### src/rtl/x86_encoder.sv
// x86_encoder: serializes one 32-bit ADD/MOV request into x86 machine-code bytes, one byte per accepted beat
// Ports: i_clk/i_reset (sync, active-high); i_valid/o_ready request handshake carrying
// i_op, i_mod, i_reg, i_rm, i_scale, i_index, i_base, i_disp, i_op16;
// o_byte_valid/o_byte/i_byte_ready byte stream with o_last on the final byte and o_len total length.
// X86_ENC_OPSIZE_PREFIX_EN: when defined, i_op16=1 emits a 66h operand-size prefix.
module x86_encoder (
  input  logic        i_clk,
  input  logic        i_reset,
  input  logic        i_valid,
  output logic        o_ready,
  input  logic [1:0]  i_op,
  input  logic [1:0]  i_mod,
  input  logic [2:0]  i_reg,
  input  logic [2:0]  i_rm,
  input  logic [1:0]  i_scale,
  input  logic [2:0]  i_index,
  input  logic [2:0]  i_base,
  input  logic [31:0] i_disp,
  input  logic        i_op16,
  output logic        o_byte_valid,
  output logic [7:0]  o_byte,
  input  logic        i_byte_ready,
  output logic        o_last,
  output logic [3:0]  o_len
);
  typedef enum logic [2:0] {IDLE, PREFIX, OPCODE, MODRM, SIB, DISP} state_t;
  state_t state, nxt;
  logic [1:0] r_op, r_mod, r_scale, f_op, f_mod, f_scale;
  logic [2:0] r_reg, r_rm, r_index, r_base, f_reg, f_rm, f_index, f_base;
  logic [31:0] r_disp, f_disp;
  logic idle, pfx, sib, adv, last_nxt;
  logic [2:0] dlen;
  logic [1:0] cnt, cnt_nxt, last_cnt;
  logic [3:0] len;
  logic [7:0] byte_nxt;
  assign idle = state == IDLE;
  // In IDLE the first byte is built straight from the request so it can be registered on the accept edge
  assign f_op    = idle ? i_op    : r_op;
  assign f_mod   = idle ? i_mod   : r_mod;
  assign f_reg   = idle ? i_reg   : r_reg;
  assign f_rm    = idle ? i_rm    : r_rm;
  assign f_scale = idle ? i_scale : r_scale;
  assign f_index = idle ? i_index : r_index;
  assign f_base  = idle ? i_base  : r_base;
  assign f_disp  = idle ? i_disp  : r_disp;
`ifdef X86_ENC_OPSIZE_PREFIX_EN
  logic r_op16;
  assign pfx = idle ? i_op16 : r_op16;
  always_ff @(posedge i_clk)
    if (idle) r_op16 <= i_op16;
`else
  logic unused_op16;
  assign unused_op16 = i_op16;
  assign pfx = 1'b0;
`endif
  assign sib = f_mod != 2'b11 && f_rm == 3'b100;
  assign dlen = f_mod == 2'b01 ? 3'd1 :
                f_mod == 2'b10 ? 3'd4 :
                (f_mod == 2'b00 && (f_rm == 3'b101 || (sib && f_base == 3'b101))) ? 3'd4 : 3'd0;
  // dlen of 4 wraps to 3 in two bits, dlen of 1 gives 0
  assign last_cnt = dlen[1:0] - 2'd1;
  assign len = {3'b000, pfx} + 4'd2 + {3'b000, sib} + {1'b0, dlen};
  assign adv = idle ? i_valid : i_byte_ready;
  assign o_ready = idle & ~i_reset;
  assign cnt_nxt = state == DISP ? cnt + 2'd1 : 2'd0;
  always_comb begin
    nxt = IDLE;
    case (state)
      IDLE:    nxt = pfx ? PREFIX : OPCODE;
      PREFIX:  nxt = OPCODE;
      OPCODE:  nxt = MODRM;
      MODRM:   nxt = sib ? SIB : dlen != 3'd0 ? DISP : IDLE;
      SIB:     nxt = dlen != 3'd0 ? DISP : IDLE;
      DISP:    nxt = cnt == last_cnt ? IDLE : DISP;
      default: nxt = IDLE;
    endcase
  end
  always_comb begin
    byte_nxt = 8'h00;
    case (nxt)
      PREFIX:  byte_nxt = 8'h66;
      OPCODE:  byte_nxt = {f_op[1], 3'b000, f_op[1], 1'b0, f_op[0], 1'b1};
      MODRM:   byte_nxt = {f_mod, f_reg, f_rm};
      SIB:     byte_nxt = {f_scale, f_index, f_base};
      DISP:    byte_nxt = f_disp[{cnt_nxt, 3'b000} +: 8];
      default: byte_nxt = 8'h00;
    endcase
  end
  assign last_nxt = nxt == DISP  ? cnt_nxt == last_cnt :
                    nxt == SIB   ? dlen == 3'd0 :
                    nxt == MODRM ? !sib && dlen == 3'd0 : 1'b0;
  always_ff @(posedge i_clk)
    if (idle) begin
      r_op <= i_op;
      r_mod <= i_mod;
      r_reg <= i_reg;
      r_rm <= i_rm;
      r_scale <= i_scale;
      r_index <= i_index;
      r_base <= i_base;
      r_disp <= i_disp;
    end
  always_ff @(posedge i_clk)
    if (i_reset) begin
      state <= IDLE;
      cnt <= 2'd0;
      o_byte_valid <= 1'b0;
      o_byte <= 8'h00;
      o_last <= 1'b0;
      o_len <= 4'd0;
    end else if (adv) begin
      state <= nxt;
      cnt <= cnt_nxt;
      o_byte_valid <= nxt != IDLE;
      o_byte <= byte_nxt;
      o_last <= last_nxt;
      o_len <= nxt == IDLE ? 4'd0 : len;
    end
endmodule

### config.mk
export PLATFORM = sky130hd
export DESIGN_NAME = x86_encoder
export DESIGN_NICKNAME = d
export VERILOG_FILES = /design/src/rtl/x86_encoder.sv
export SDC_FILE = /design/constraint.sdc
export NUM_CORES = 1
export LEC_CHECK = 0
export ABC_AREA = 0
export BUFFER_PORTS_ARGS = -buffer_cell sky130_fd_sc_hd__buf_2
export CAP_MARGIN = 20
export CORE_MARGIN = 3
export CORE_UTILIZATION = 42
export CTS_CLUSTER_DIAMETER = 200
export DETAILED_ROUTE_END_ITERATION = 10
export MAX_ROUTING_LAYER = met4
export REMOVE_ABC_BUFFERS = 1
export SYNTH_ARGS = -nofsm -noshare
export SYNTH_HDL_FRONTEND = slang
export SYNTH_SLANG_ARGS = --single-unit
### constraint.sdc
create_clock -name i_clk -period 5.8 [get_ports i_clk]
set_input_delay 1.16 -clock i_clk [delete_from_list [all_inputs] [get_ports i_clk]]
set_output_delay 1.16 -clock i_clk [all_outputs]
set_load 0.01 [all_outputs]
==> impl_metrics.csv, run 1 <==
group,metric,value,unit
run_status,outcome,"complete, no violations",
sta,maxSlewViolCount,0,
sta,setup_tns,0,ps
logic_synthesis,synthTopCellsByArea,"dfxtp_1, nand2_1, mux4_2",
placement,routabilityCongestion,0.8532,
cts,cts_max_path_buffers,2,
sta,finClkSkew,6.473,ps
logic_synthesis,netlist_top_cells_count,"nand2_1, dfxtp_1, a21oi_1",
sta,grt_setup_unrepaired,"false",
grt,grt_pass1_vias,2770,
grt,grt_usage,0.2026,
sta,fin_crit,3484,ps
die,core-area,0.007331,sq mm
logic_synthesis,postSynth.asyncResetShare,0,
power,ir_drop,0.0002321,V
run,max-cap-violations,0,
finish,nNetsFinal,514,
logic_synthesis,synth_ff_type,"dfxtp_1",
cts,cts_tree,"built",
power,power_frac_comb,0.399,
finish,postLayoutCoreUtil,0.5211,
detailed_routing,routed-via-count,2904,
logic_synthesis,synth_edf_count,0,
detailed_routing,drc,0,
power,pwr-share-seq,0.398,
finish,reg.largest.list,"r_disp: 32 flops, o_byte: 8 flops, o_len: 4 flops",
detailed_routing,drt-total-wl,8030,um
logic_synthesis,ys_ff_latch,69,
die,fp.dieArea,0.008739,sq mm
logic_synthesis,synth_top_area_share,0.4297,
die,io_pins,70,
logic_synthesis,synth_cells,397,
sta,relSlewSlack,0.3686,
power,p_leak,1.789,nW
logic_synthesis,synth_area,0.003214,sq mm
power,internal-power,1.193,mW
cts,cts_sinks,69,
power,clkPwrFrac,0.203,
finish,syn_to_final_growth,18.84,%
sta,finalHoldViolations,0,
power,p_sw,0.8064,mW
cts,root_buffer,"clkbuf_8",
die,start_util,0.4385,
finish,fill_cells,723,
finish,layout-drive-gt1-share,0.2376,
cts,cts.hold.buffers_added,0,
sta,min_period_over_period,0.6007,
grt,grt_overflow_total,0,
setup_path,crit_type,"reg -> reg",
setup_path,worstPathRequired,6070,ps
logic_synthesis,synth.most_common_cell,"nand2_1",
detailed_routing,ant_nets,0,
die,die_h,93.48,um
setup_path,worstSetupEndpointType,"flop",
detailed_routing,routed_via_density,5.167,
cts,cts_buffers,9,
placement,port_buffers,68,
detailed_routing,wl_per_cell,14.29,um
sta,worst_pin_slew,947.1,ps
cts,clkTransAtPathRegs,80,ps
logic_synthesis,yosys.area.top_type,"dfxtp_1",
die,rows,31,
sta,max_freq,287.0,MHz
cts,clock_latency,350,ps
cts,post_cts_buffers,0,
sta,setup-violations-final,0,
setup_path,timing.critical_path.arrival,3750,ps
setup_path,rrSetupSlack,2320,ps
placement,pre_cts_slack,2331,ps
grt,grt_max_degree,55,
finish,diodes,0,
sta,final_critical_path_setup_slack,2316,ps
setup_path,crit_path_start_kind,"flop",
grt,grt_first_pass_wirelength,13480,um
finish,largest_reg_flops,32,
detailed_routing,first_iter_violations,91,
worst_hold_path,hold_class,"reg -> reg",
logic_synthesis,synth.avg_cell_area,8.097,sq um
cts,cts_resized,0,
finish,regMostFlops,"r_disp",
die,fp.dieW,93.48,um
power,p_per_area,523.3,mW/mm^2
grt,grt_antenna_before_repair,0,
placement,place.detailed.hpwl,5727,um
logic_synthesis,synthDistinctLibCells,53,
logic_synthesis,seq_area_frac_synth,0.4297,
setup_path,crit_fanout,23,
cts,cts_max_level,3,
logic_synthesis,yosysWarnings,0,
detailed_routing,firstDrtPassIters,4,
power,p_sw_frac,0.4034,
-- area by class of cell --
class | count | area, sq um | share of cell area
multi-input cells | 300 | 1718 | 0.4497
clock buffers | 9 | 123.9 | 0.03243
clock inverters | 7 | 80.08 | 0.02096
inverters | 6 | 22.52 | 0.005896
well taps | 99 | 123.9 | 0.03243
flip-flops and latches | 69 | 1381 | 0.3616
repair buffers | 72 | 370.4 | 0.09695
-- placed cells by master (no fill, tap or decap), types with 3 or more instances in the layout --
cell | Yosys | routed
o21ai_0 | 5 | 5
a21oi_1 | 16 | 16
inv_6 | 0 | 3
nand3_1 | 15 | 15
mux2_2 | 4 | 4
clkbuf_8 | 0 | 9
a31oi_1 | 3 | 3
inv_1 | 6 | 6
nand3b_1 | 3 | 3
a311oi_1 | 4 | 4
and2_1 | 3 | 3
buf_4 | 0 | 4
buf_2 | 6 | 68
a221oi_2 | 3 | 3
and3_1 | 3 | 3
nor3_1 | 7 | 6
nand2_1 | 164 | 164
nor2_1 | 14 | 14
mux2i_1 | 9 | 9
a32oi_1 | 3 | 3
dfxtp_1 | 69 | 69
mux4_2 | 7 | 7
-- stage by stage --
step	cells	total power [mW]	area [sq um]	hold slack, ps
6_report	562	1.999	3820	443.4
5_1_grt	562	2.166	3820	461.2
4_1_cts	562	2.019	3820	445.1
3_5_place_dp	546	1.611	3616	429.7
3_3_place_gp	546	1.593	3616	423.6
2_1_floorplan	375	1.369	3117	413.6
-- power by group through the flow --
| stage | clock (mW) | sequential [mW] | combinational (mW) |
|---|---|---|---|
| floorplan | 0 | 0.781 | 0.588 |
| global placement | 0 | 0.798 | 0.795 |
| detailed placement | 0 | 0.806 | 0.806 |
| CTS | 0.413 | 0.795 | 0.811 |
| global route | 0.433 | 0.818 | 0.915 |
| finish | 0.406 | 0.796 | 0.798 |
-- cell families (layout without fill, tap and decap cells) --
family	count (synthesis)	count (layout)	synth area share
multiplexers	21	21	0.09809
XOR/XNOR	1	1	0.002725
buffers and inverters	28	94	0.03737
AND/OR/NAND/NOR	223	223	0.2990
AO/OA/AOI/OAI	54	54	0.1292
adder cells (fa/ha/maj)	1	1	0.003892
flip-flops	69	69	0.4297
-- path summary, 6_finish.rpt --
kind / from / to / cells after the start
worst min register to register: r_disp[24]$_DFF_P_ / r_disp[24]$_DFF_P_ / 2
worst min-delay path: r_disp[24]$_DFF_P_ / r_disp[24]$_DFF_P_ / 2
worst max-delay path: state[0]$_SDFFE_PP0P_ / o_byte[5]$_SDFFE_PP0P_ / 7
worst max register to register: state[0]$_SDFFE_PP0P_ / o_byte[5]$_SDFFE_PP0P_ / 7
-- per-layer routing --
layer / global-route usage / share of wire / routed length [um] / vias up
li1: - / - / - / 1491
met1: 0.2655 / 0.46 / 3711 / 1339
met2: 0.3115 / 0.48 / 3845 / 65
met3: 0.05551 / 0.048 / 386 / 9
met4: 0.05006 / 0.011 / 87 / 0
met5: - / 0 / 0 / -
-- worst max-delay path: stages, from the launching register on --
cell and delay (ps):
dfxtp_1 700, or3_1 840, mux2i_4 440, mux2i_1 340, a32oi_1 170, o211ai_2 250, nand2_1 320, a221oi_2 330
No activity file was read; power rests on OpenSTA's default activity.
==> run 2: changes to the inputs <==
ABC_AREA = 1   (was 0)
PLACE_DENSITY = 0.67   (was unset)
clock period = 2.9 ns   (was 5.8 ns; I/O delays follow)
==> run 2 against run 1 <==
Net effect: die area fell by 2.1%; sequential power is 97% higher; flip-flop and latch count did not move; clock power rose by 94%; worst hold slack better by 3.5 ps; synthesized area fell by 2.2%; first-iteration DRC count grew 130%; power grew 130%; largest cell class unchanged; largest power group unchanged; highest routed layer unchanged.
==> impl_metrics.csv, run 2 <==
group,metric,value,unit
placement,pre_cts_slack,374.3,ps
die,rows,30,
placement,place.detailed.hpwl,5294,um
logic_synthesis,seq_area_frac_synth,0.4395,
detailed_routing,met1_length,3468,um
logic_synthesis,synth_cells,456,
setup_path,r2r_cells,18,
power,p_per_area,1204,mW/mm^2
detailed_routing,wl_per_cell,12.04,um
grt,grt_first_pass_wirelength,12970,um
power,ir_drop,0.0003896,V
setup_path,cp_slowest_stage_delay,420,ps
setup_path,rr_endpoint,"o_byte[0]$_SDFFE_PP0P_",
finish,layout_common_cells,"nand2_1, dfxtp_1, buf_2, inv_1, o21ai_0",
sta,max_freq,392.5,MHz
finish,regArea,0.001381,sq mm
detailed_routing,ant_nets,0,
sta,relSlewSlack,0.6674,
logic_synthesis,synth.avg_cell_area,6.893,sq um
cts,cts.hold.buffers_added,0,
logic_synthesis,synth.most_common_cell,"nand2_1",
setup_path,worstSetupEndpointType,"flop",
sta,min_period_over_period,0.8785,
setup_path,crit_path_start_kind,"flop",
setup_path,slowest_stage,"dfxtp_1",
finish,regMostFlops,"r_disp",
sta,fin_crit,2548,ps
detailed_routing,firstDrtPassIters,4,
sta,setup-violations-final,0,
finish,nNetsFinal,579,
finish,diodes,0,
finish,postLayoutCoreUtil,0.5369,
die,core-area,0.007019,sq mm
sta,finClkSkew,4.862,ps
finish,fill_cells,721,
cts,cts_buffers,9,
placement,port_buffers,68,
cts,cts_tree,"built",
finish,largest_reg_flops,32,
detailed_routing,wl_met2,3469,um
setup_path,timing.critical_path.arrival,2810,ps
worst_hold_path,hold_start,"i_disp[5]",
finish,multi_input_area,0.001529,sq mm
worst_hold_path,min_to,"r_disp[5]$_DFF_P_",
sta,final_critical_path_setup_slack,352.4,ps
setup_path,rrSetupSlack,350,ps
setup_path,worstPathRequired,3170,ps
logic_synthesis,postSynth.asyncResetShare,0,
run_status,outcome,"complete, no violations",
cts,cts_sinks,69,
cts,root_buffer,"clkbuf_8",
grt,grt_usage,0.1933,
detailed_routing,routed-via-count,2954,
detailed_routing,top_layer_used,"met4",
die,start_util,0.4478,
die,fp.dieArea,0.008557,sq mm
die,io_pins,70,
grt,grt_max_degree,43,
setup_path,crit_fanout,34,
setup_path,crit_chain,"inv_2, nand2_4, nand2_1, nand2_1, nand3_1, nor2_4, nand2_2, nand2_2, nand2_2, nand2_4, nand2_4, nand2_2, nor2_2, nor2_2, nand2_1, nand3_1, nand2_1, a21oi_1",
logic_synthesis,ys_ff_latch,69,
cts,cts_resized,0,
sta,worst_pin_slew,493.7,ps
cts,post_cts_buffers,0,
setup_path,reg2reg_from,"state[2]$_SDFFE_PP0P_",
logic_synthesis,yosysWarnings,0,
cts,cts_max_path_buffers,2,
grt,grt_pass1_vias,2854,
sta,setup_tns,0,ps
cts,cts_max_level,3,
sta,maxSlewViolCount,0,
run,max-cap-violations,0,
logic_synthesis,synth_ff_type,"dfxtp_1",
grt,grt_antenna_before_repair,0,
logic_synthesis,synthDistinctLibCells,31,
setup_path,crit_type,"reg -> reg",
logic_synthesis,yosys.area.top_type,"dfxtp_1",
sta,grt_setup_unrepaired,"false",
sta,finalHoldViolations,0,
power,p_leak,1.920,nW
detailed_routing,first_iter_violations,211,
cts,clkTransAtPathRegs,70,ps
cts,clock_latency,340,ps
logic_synthesis,synth_area,0.003143,sq mm
grt,grt_overflow_total,0,
logic_synthesis,synth_top_area_share,0.4395,
die,fp.dieW,92.51,um
finish,reg.largest.list,"r_disp: 32 flops, o_byte: 8 flops, o_len: 4 flops",
detailed_routing,routed_via_density,4.749,
detailed_routing,drt-total-wl,7488,um
die,die_h,92.51,um
placement,routabilityCongestion,0.9540,
logic_synthesis,netlist_top_cells_count,"nand2_1, dfxtp_1, inv_1",
finish,final_common_cell,"nand2_1",
finish,layout-drive-gt1-share,0.2357,
worst_hold_path,hold_class,"in -> reg",
sta,hold-worst-slack,446.9,ps
logic_synthesis,synthTopCellsByArea,"dfxtp_1, nand2_1, o21ai_0",
worst_hold_path,holdPathStages,3,
finish,syn_to_final_growth,19.90,%
detailed_routing,drc,0,
logic_synthesis,synth_edf_count,0,
detailed_routing,wl_met3,437,um
[run 2: worst max-delay path, delay by kind of cell, from the launching register on]
family	cells	cell delay (ps)
AND/OR/NAND/NOR	16	1810
flip-flops	1	420
AO/OA/AOI/OAI	1	140
buffers and inverters	1	120
[run 2: kinds of logic (layout without fill, tap and decap cells)]
kind of cell               Yosys count  in the layout  share of synthesized area
and+or+nand+nor                    260            260                     0.3567
DFF                                 69             69                     0.4395
AOI/OAI and AO/OA                   68             68                     0.1258
buffers and inverters               58            128                    0.07405
adders and majority gates            1              1                   0.003980
[run 2: where the power goes]
part           internal (mW)  switching (mW)
clock network          0.459           0.327
logic                  0.689            1.50
registers               1.42           0.149
total                   2.56            1.97
[run 2: worst max-delay path by stage]
stage | start | end | slack (ps) | depth (start not counted)
final | state[2]$_SDFFE_PP0P_ | o_byte[0]$_SDFFE_PP0P_ | 350 | 18
after global routing | state[0]$_SDFFE_PP0P_ | o_byte[0]$_SDFFE_PP0P_ | 2 | 18
after CTS | state[2]$_SDFFE_PP0P_ | o_byte[0]$_SDFFE_PP0P_ | 340 | 18
after detailed placement | state[2]$_SDFFE_PP0P_ | o_byte[0]$_SDFFE_PP0P_ | 370 | 18
after global placement | state[2]$_SDFFE_PP0P_ | o_byte[0]$_SDFFE_PP0P_ | 440 | 18
after floorplan | state[0]$_SDFFE_PP0P_ | o_len[1]$_SDFFE_PP0P_ | 350 | 18
[run 2: routing by layer]
metal,vias to the layer above,track usage
met5,-,-
met3,13,0.04793
li1,1575,-
met4,0,0.05569
met1,1280,0.2398
met2,86,0.3130
[run 2: layout make-up]
type                    count  share of cell area
well taps                  96             0.03187
flip-flops and latches     69              0.3665
inverters                  39             0.03884
clock inverters             1            0.007968
multi-input cells         329              0.4057
repair buffers             75              0.1042
clock buffers              13             0.04482
[run 2: stage by stage]
stage | instances | total power, mW | area [sq um]
detailed placement | 608 | 3.774 | 3570
CTS | 622 | 4.577 | 3769
global placement | 608 | 3.714 | 3570
global route | 622 | 4.986 | 3769
finish | 622 | 4.537 | 3769
floorplan | 437 | 3.126 | 3057
